===== config.mk =====
export PLATFORM = sky130hd
export DESIGN_NAME = bit_serializer
export DESIGN_NICKNAME = d
export VERILOG_FILES = /design/src/rtl/seq_pkg.sv /design/src/rtl/bit_timer.sv /design/src/rtl/bit_serializer.sv
export SDC_FILE = /design/constraint.sdc
export NUM_CORES = 1
export LEC_CHECK = 0
export ABC_AREA = 1
export CAP_MARGIN = 30
export CORE_MARGIN = 1
export CORE_UTILIZATION = 55
export DETAILED_ROUTE_END_ITERATION = 8
export PLACE_DENSITY = 0.77
export SYNTH_ARGS = -nofsm -noshare
export SYNTH_HDL_FRONTEND = slang
export SYNTH_HIERARCHICAL = 1
export SYNTH_SLANG_ARGS = --single-unit

===== constraint.sdc =====
create_clock -name clk -period 2.4 [get_ports clk]
set_input_delay 0.48 -clock clk [delete_from_list [all_inputs] [get_ports clk]]
set_output_delay 0.48 -clock clk [all_outputs]
set_load 0.05 [all_outputs]

===== src/rtl/seq_pkg.sv =====
`default_nettype none
// ============================================================================
// Module      : seq_pkg
// Description : Shared types and constants for the serializer / sequence
//               detector slice: serializer FSM state encoding, parameter
//               defaults, and the 12-bit pattern the detector looks for.
// Revision    : 1.0 - initial release
// ============================================================================
package seq_pkg;

    typedef enum logic [1:0] {
        IDLE  = 2'd0,
        SHIFT = 2'd1,
        GAP   = 2'd2
    } ser_state_t;

    localparam int   c_DEF_WIDTH    = 12;
    localparam int   c_DEF_HOLD     = 2;
    localparam int   c_DEF_GAP      = 4;
    localparam logic c_DEF_IDLE_LVL = 1'b0;

    localparam logic [11:0] DETECT_PATTERN = 12'b0000_0111_0100;

endpackage : seq_pkg
`default_nettype wire


===== src/rtl/bit_timer.sv =====
`default_nettype none
// ============================================================================
// Module      : bit_timer
// Description : HOLD-cycle prescaler. While en is high, hold_cnt counts
//               0..HOLD-1 and wraps; tick is high on the HOLD-1 count, which
//               marks the last clock of each bit period. While en is low the
//               counter sits at 0, so a new period always starts aligned.
// Ports       : clk  - clock, rising edge
//               rst  - synchronous reset, active high
//               en   - count enable (serializer busy)
//               tick - last cycle of the current bit period
// Revision    : 1.0 - initial release
// ============================================================================
module bit_timer #(
    parameter int HOLD = 2
) (
    input  logic clk,
    input  logic rst,
    input  logic en,
    output logic tick
);

    localparam logic [3:0] c_HOLD_LAST = 4'(HOLD - 1);

    logic [3:0] r_hold_cnt;

    always_ff @(posedge clk) begin
        if (rst || !en) begin
            r_hold_cnt <= 4'd0;
        end else if (r_hold_cnt == c_HOLD_LAST) begin
            r_hold_cnt <= 4'd0;
        end else begin
            r_hold_cnt <= r_hold_cnt + 4'd1;
        end
    end

    assign tick = en && (r_hold_cnt == c_HOLD_LAST);

endmodule : bit_timer
`default_nettype wire


===== src/rtl/bit_serializer.sv =====
`default_nettype none
// ============================================================================
// Module      : bit_serializer
// Description : Parallel-to-serial converter with one frame of look-ahead
//               buffering. Frames are sent MSB first, each bit held HOLD
//               clocks, followed by GAP idle bit-periods. A frame accepted
//               while a frame is in flight waits in a single pending
//               register and starts immediately after the current gap.
// Ports       : clk        - clock, rising edge
//               rst        - synchronous reset, active high
//               din        - parallel frame (WIDTH bits)
//               din_valid  - din holds a valid frame
//               din_ready  - frame can be accepted this cycle
//               ser_out    - registered serial output
//               busy       - high in SHIFT or GAP
//               frame_done - pulse on the last hold cycle of bit 0
// Revision    : 1.0 - initial release
// ============================================================================
module bit_serializer
    import seq_pkg::*;
#(
    parameter int   WIDTH    = c_DEF_WIDTH,
    parameter int   HOLD     = c_DEF_HOLD,
    parameter int   GAP      = c_DEF_GAP,
    parameter logic IDLE_LVL = c_DEF_IDLE_LVL
) (
    input  logic             clk,
    input  logic             rst,
    input  logic [WIDTH-1:0] din,
    input  logic             din_valid,
    output logic             din_ready,
    output logic             ser_out,
    output logic             busy,
    output logic             frame_done
);

    localparam int              c_BW        = (WIDTH > 1) ? $clog2(WIDTH) : 1;
    localparam logic [c_BW-1:0] c_BIT_LAST  = c_BW'(WIDTH - 1);
    localparam logic [3:0]      c_GAP_LAST  = 4'((GAP > 0) ? (GAP - 1) : 0);

    ser_state_t       r_state,      w_state;
    logic [WIDTH-1:0] r_shift,      w_shift;
    logic [WIDTH-1:0] r_pend,       w_pend;
    logic             r_pend_valid, w_pend_valid;
    logic [c_BW-1:0]  r_bit,        w_bit;
    logic [3:0]       r_gap,        w_gap;
    logic             r_ser;

    logic w_tick;
    logic w_accept;
    logic w_leave;
    logic w_done;
    logic w_ser_next;

    bit_timer #(
        .HOLD (HOLD)
    ) u_bit_timer (
        .clk  (clk),
        .rst  (rst),
        .en   (r_state != IDLE),
        .tick (w_tick)
    );

    assign din_ready = !r_pend_valid && !rst;
    assign w_accept  = din_valid && din_ready;

    always_comb begin
        w_state      = r_state;
        w_shift      = r_shift;
        w_pend       = r_pend;
        w_pend_valid = r_pend_valid;
        w_bit        = r_bit;
        w_gap        = r_gap;
        w_leave      = 1'b0;
        w_done       = 1'b0;

        // Any frame offered while a frame is in flight parks in pending;
        // din_ready guarantees pending is empty when this happens.
        if (w_accept && (r_state != IDLE)) begin
            w_pend       = din;
            w_pend_valid = 1'b1;
        end

        case (r_state)
            IDLE: begin
                if (r_pend_valid) begin
                    w_shift      = r_pend;
                    w_pend_valid = 1'b0;
                    w_state      = SHIFT;
                end else if (w_accept) begin
                    // Bypass pending so the first bit appears next cycle.
                    w_shift = din;
                    w_state = SHIFT;
                end
            end
            SHIFT: begin
                if (w_tick) begin
                    if (r_bit == c_BIT_LAST) begin
                        w_bit  = '0;
                        w_done = 1'b1;
                        if (GAP != 0) begin
                            w_state = seq_pkg::GAP;
                        end else begin
                            w_leave = 1'b1;
                        end
                    end else begin
                        w_bit   = r_bit + 1'b1;
                        w_shift = r_shift << 1;
                    end
                end
            end
            seq_pkg::GAP: begin
                if (w_tick) begin
                    if (r_gap == c_GAP_LAST) begin
                        w_gap   = 4'd0;
                        w_leave = 1'b1;
                    end else begin
                        w_gap = r_gap + 4'd1;
                    end
                end
            end
            default: begin
                w_state = IDLE;
            end
        endcase

        // End of frame+gap: chain straight into a pending frame so the line
        // never shows an extra idle cycle between buffered frames.
        if (w_leave) begin
            if (r_pend_valid) begin
                w_shift      = r_pend;
                w_pend_valid = 1'b0;
                w_state      = SHIFT;
            end else begin
                w_state = IDLE;
            end
        end
    end

    // Output bit is computed from next state so ser_out is a clean flop.
    assign w_ser_next = (w_state == SHIFT) ? w_shift[WIDTH-1] : IDLE_LVL;

    always_ff @(posedge clk) begin
        if (rst) begin
            r_state      <= IDLE;
            r_shift      <= '0;
            r_pend       <= '0;
            r_pend_valid <= 1'b0;
            r_bit        <= '0;
            r_gap        <= 4'd0;
            r_ser        <= IDLE_LVL;
        end else begin
            r_state      <= w_state;
            r_shift      <= w_shift;
            r_pend       <= w_pend;
            r_pend_valid <= w_pend_valid;
            r_bit        <= w_bit;
            r_gap        <= w_gap;
            r_ser        <= w_ser_next;
        end
    end

    assign ser_out    = r_ser;
    assign busy       = (r_state != IDLE);
    assign frame_done = w_done;

endmodule : bit_serializer
`default_nettype wire


== Yosys cells after proc, flatten, opt, wreduce, memory -nomap -nowiden ==
Cells that the tools add are included.

* Output and inout port bits: 4
* Register bits: 40
* Input port bits: 15
* Logic and storage cells: 59

* $add $sub $neg: 3
* Equality and inequality tests: 6
* Mux-type cells: 27
* Reductions and logical operators: 14
* Bitwise logic cells: 1

{| class="wikitable"
|+ Operators by type and width
! cell !! number
|-
| $mux W12 || 6
|-
| $pmux W12 S2 || 1
|-
| $add A4 B1 Y4 const B || 3
|-
| $mux W1 || 12
|-
| $mux W2 || 5
|-
| $mux W4 || 2
|-
| $pmux W2 S3 || 1
|-
| $eq A2 B1 Y1 const B || 2
|-
| $eq A4 B1 Y1 const B || 1
|-
| $eq A4 B2 Y1 const B || 1
|-
| $eq A4 B4 Y1 const B || 1
|-
| $logic_and A1 B1 Y1 || 4
|-
| $reduce_and A2 Y1 || 2
|-
| $reduce_or A2 Y1 || 2
|-
| $logic_not A1 Y1 || 3
|-
| $eq A2 B2 Y1 const B || 1
|-
| $logic_not A2 Y1 || 1
|-
| $reduce_bool A2 Y1 || 1
|-
| $logic_or A1 B1 Y1 || 1
|-
| $not A1 Y1 || 1
|}

== Longest topological paths before layout ==
* Depth in word-level cells: 10
* Depth in mapped cells: 13
* Depth with buffers taken out: 10

== Cells and area by module ==
The synthesis kept the hierarchy.

{| class="wikitable"
|+ Modules (own cells, without submodules)
! module !! times used !! area each (µm²) !! sequential area each (µm²) !! cells each
|-
| bit_serializer || 1 || 1878.1 || 720.7 || 273
|-
| bit_timer || 1 || 185.2 || 80.1 || 23
|}

== Worst setup path before layout ==
OpenSTA, ideal clock, no wires.

* Kind: register -> output
* Start: register r_state[1]
* End: output frame_done
* Stages on the path, launching flop included: 11
* Data required time: 1.920 ns
* Arrival: 1.855 ns
* Path buffers: 2
* Slack: 0.065 ns
* Path through: dfxtp_1 > inv_1 > nand2_1 > buf_4 > inv_1 > nor2_1 > buf_2 > inv_1 > nor2_1 > nand2_1 > inv_1

* Word-level cells in the longest chain between the ends: 4
* Elaborated cells on any way between the ends: 5
* Classes of those cells: eq/ne: 1; mux: 2; reduce/logical: 2

{| class="wikitable"
|+ Ends and longest elaborated chain
! what !! line !! source
|-
| start, declared || bit_serializer.sv:41 || <nowiki>ser_state_t r_state, w_state;</nowiki>
|-
| start signal, assigned || bit_serializer.sv:153 || <nowiki>r_state <= w_state;</nowiki>
|-
| $reduce_bool A2 Y1 || -- ||
|-
| net busy || bit_serializer.sv:33 || <nowiki>output logic busy,</nowiki>
|-
| $logic_and A1 B1 Y1 || bit_timer.sv:37 || <nowiki>assign tick = en && (r_hold_cnt == c_HOLD_LAST);</nowiki>
|-
| net w_tick || bit_serializer.sv:49 || <nowiki>logic w_tick;</nowiki>
|-
| $mux W1 || bit_serializer.sv:97 || <nowiki>if (w_tick) begin</nowiki>
|-
| $mux W1 || bit_serializer.sv:84 || <nowiki>case (r_state)</nowiki>
|-
| end, declared || bit_serializer.sv:34 || <nowiki>output logic frame_done</nowiki>
|}

The timed path passes the listed nets, and every way through them passes these cells.

== Worst setup path in the final report ==
* Start: register r_state[1]
* End: output frame_done

* Word-level cells in the longest chain between the ends: 4
* Elaborated cells on any way between the ends: 5
* Classes of those cells: eq/ne: 1; mux: 2; reduce/logical: 2

{| class="wikitable"
|+ Ends and longest elaborated chain
! what !! line !! source
|-
| $reduce_bool A2 Y1 || bit_serializer.sv:60 || <nowiki>.en (r_state != IDLE),</nowiki>
|-
| $logic_and A1 B1 Y1 || bit_timer.sv:37 ||
|-
| net w_tick || bit_serializer.sv:49 ||
|-
| $mux W1 || bit_serializer.sv:97 ||
|-
| $mux W1 || bit_serializer.sv:84 ||
|}

The timed path passes the listed nets, and every way through them passes these cells.

==> impl_summary.log <==
INFO  metric clock_tree.buffer_depth = 2
INFO  metric first_global_vias = 1,755
INFO  metric synth_cell_type_count = 29
INFO  metric final_period_minus_worst_setup_slack = 2234 ps
INFO  metric post-route-util = 0.7038
INFO  metric postSynthNetCount = ~320
INFO  metric chipHeight = approximately 63 um
INFO  metric placedCellCount = 357
INFO  metric ff2ff_path_depth = 9
INFO  metric finalHoldViolCount = 0
INFO  metric grt_setup_unrepaired = false
INFO  metric max_freq = 447.7 MHz
INFO  metric netlist_instances = around 300
INFO  metric grt_antenna_before_repair = 0
INFO  metric cts_root_buf = clkbuf_8
INFO  metric post_route_cells_drive_above_1_share = 0.1066
INFO  metric critical-path-max-stage-delay = roughly 410 ps
INFO  metric areaGrowthSynthToFinish = 18.31%
INFO  metric die_area = between 4000 and 5000 um2
INFO  metric slew_headroom = 0.6718
INFO  metric detailed_place_hpwl = between 3 and 4 mm
INFO  metric outcome = complete, no violations
INFO  metric static-leakage-power = 0.0009872 uW
INFO  metric tritoncts.num_buffers = 5
INFO  metric clock_latency = 300 ps
INFO  metric ant_nets = 0
INFO  metric worst_clock_skew = approximately 4.6 ps
INFO  metric largest_net_degree_at_the_start_of_global_routing = 25
INFO  metric layout.cells.non_filler = about 370
INFO  metric max_slew.worst_pin.slew = 490.7 ps
INFO  metric cp_data_required_time = between 1500 and 2000 ps
INFO  metric cp.arrival = roughly 1800 ps
INFO  metric drc = 0
INFO  metric grt_remaining_overflow = 0
INFO  metric cts_sink_count = 40
INFO  metric powerDensity = ~630 nW/um2
INFO  metric grt_pass1_wl = around 7.7 mm
INFO  metric irDropWorstVdd = about 380 uV
INFO  metric post_cts.repair.setup_buffers = 0
INFO  metric worstSetupEndpointType = output port
INFO  metric drt-vias-per-instance = between 5 and 6
INFO  metric crit_chain = inv_1 -> nand2_1 -> inv_1 -> nor2_1 -> inv_1 -> nor2_1 -> nand2_1 -> inv_1 -> buf_12
INFO  metric max-cap-violations = 0
INFO  metric global_route.usage.total = 0.2481
INFO  metric antenna-diode-count = 0
INFO  metric placement_rows = 21
INFO  metric top_level_port_count = 19
INFO  metric dieWidth = between 60 and 70 um
INFO  metric synthesized_flop_and_latch_total = 40
INFO  metric number_of_levels_in_the_clock_h_tree = 2
INFO  metric setup.worst_path.start_class = register
INFO  metric cts_tree = done
INFO  metric syn-mean-instance-area = ~7 um2
INFO  metric routed-via-count = ~1,900
INFO  metric hold-path-cell-count = 2
INFO  metric path_common_cell = inv_1
INFO  metric critical-path-slowest-cell = dfxtp_2
INFO  metric design.final.nets = 337
INFO  metric worst_hold_path_type = reg2reg
INFO  metric initial_utilization = 0.5949
INFO  metric worst-setup-path-type = reg2out
INFO  metric setup-violations-final = 0
INFO  metric port-buffer-count = 18
INFO  metric finalMaxSlewViolations = 0
INFO  metric top_fanout_value_on_the_critical_path = 7
INFO  metric gp_congestion = about 0.81
INFO  metric syn_area = about 2100 um2
INFO  metric total_power = 1538 uW
INFO  metric totalNegativeSetupSlack = 0 ps
INFO  metric detailedRoute.firstIterationViolations = slightly below 100
INFO  metric drtPass1Iterations = 4
INFO  metric synth_sequential_area_ratio = 0.3881
INFO  metric clk_transition_reported_paths = about 70 ps
INFO  metric fp.coreArea = 3468 um2
INFO  metric synth.yosys.warnings = 6
INFO  metric avgRoutedWirePerCell = ~12 um
INFO  metric drt-total-wl = around 4.3 mm
INFO  metric finalCritPeriodShare = 0.9306
==> area by class of cell <==
type	count	area, um2
clock buffer	6	72.57
inverter	42	157.7
sequential	40	802.0
tap	46	57.56
multi-input combinational	203	1046
timing repair buffer	26	270.3
clock inverter	2	35.03
fill	305	1027
==> worst paths after layout <==
kind	end	start	slack [ps]
worst min-delay path	r_pend[5]	r_pend[5]	440
worst max register to register	r_shift[8]	r_state[1]	490
worst min register to register	r_pend[5]	r_pend[5]	440
worst max-delay path	frame_done	r_state[1]	170
==> layer usage <==
layer | vias up | track usage | share of wire
met5 | - | 0 | 0
met4 | 0 | 0.09375 | 0.015
met3 | 6 | 0.05978 | 0.036
met2 | 32 | 0.3965 | 0.44
met1 | 855 | 0.3217 | 0.50
li1 | 1017 | - | -
==> worst max-delay path: cells and delay by family (launching register included) <==
kind	cells	cell delay [ps]
buf+inv	5	520
flops	1	410
simple gates	4	520
==> where the power goes <==
part	internal, uW	leakage [uW]	switching, uW
Clock	308	0.0000552	230
Combinational	109	0.000607	171
Sequential	699	0.000325	21.2
==> flip-flops by register name (all words and copies together) (netlist names) <==
register and count:
r_bit 4, r_gap 4, r_pend 12, r_pend_valid 1, r_shift 12, r_state 2
ser_out 1, u_bit_timer/r_hold_cnt 4
==> synthesized netlist by cell type <==
master | n | share of area
a21oi_1 | 22 | 0.053
a21oi_4 | 1 | 0.0079
a31oi_1 | 1 | 0.0030
buf_2 | 5 | 0.012
buf_4 | 1 | 0.0036
buf_6 | 1 | 0.0055
clkbuf_1 | 4 | 0.0073
dfxtp_1 | 40 | 0.39
ha_1 | 4 | 0.024
inv_1 | 40 | 0.073
inv_2 | 2 | 0.0036
nand2_1 | 56 | 0.10
nand2_2 | 5 | 0.015
nand3_1 | 28 | 0.068
nand3_2 | 2 | 0.0097
nand4_1 | 3 | 0.0091
nor2_1 | 31 | 0.056
nor2_2 | 2 | 0.0061
nor2_4 | 2 | 0.011
nor3_1 | 1 | 0.0024
nor3_2 | 1 | 0.0049
nor3b_1 | 2 | 0.0073
o211ai_1 | 6 | 0.022
o21ai_0 | 26 | 0.063
o311ai_0 | 3 | 0.013
o311ai_1 | 2 | 0.0085
o31ai_1 | 1 | 0.0036
xnor2_1 | 1 | 0.0042
xor2_1 | 3 | 0.013
==> metrics by stage <==
| stage | hold WS, ps | instance area [um2] | worst slack (ps) |
|---|---|---|---|
| 2_1_floorplan | 423.7 | 2063 | 64.99 |
| 6_report | 444.3 | 2441 | 166.5 |
| 3_5_place_dp | 435.4 | 2332 | 386.6 |
| 3_3_place_gp | 431.3 | 2332 | 416.8 |
| 4_1_cts | 446.5 | 2440 | 53.88 |
| 5_1_grt | 471.5 | 2441 | 41.58 |
==> cell families (layout without fill, tap and decap cells) <==
family,count (synthesis),count (layout),synth area share
and+or+nand+nor,133,133,0.2917
AOI/OAI and AO/OA,62,62,0.1741
buffers and inverters,53,76,0.1049
DFF,40,40,0.3881
adders and majority gates,4,4,0.02426
xor gates and xnor gates,4,4,0.01698
==> layout by cell type, fill, tap and decap left out, types with 2 or more instances in the layout <==
master	netlist	layout
a21oi_1	22	22
buf_12	0	3
buf_4	1	8
clkbuf_8	0	5
clkdlybuf4s50_1	0	15
dfxtp_1	40	39
ha_1	4	4
inv_1	40	40
inv_2	2	2
nand2_1	56	56
nand2_2	5	5
nand3_1	28	28
nand3_2	2	2
nand4_1	3	3
nor2_1	31	31
nor2_2	2	2
nor2_4	2	2
nor3b_1	2	2
o211ai_1	6	6
o21ai_0	26	26
o311ai_0	3	3
o311ai_1	2	2
xor2_1	3	3
==> repair_timing <==
action,CTS,global route
hold buffers,0,0
resized for setup,0,1
endpoints found under the setup margin,0,1
Power figures use the tool's default switching activity.
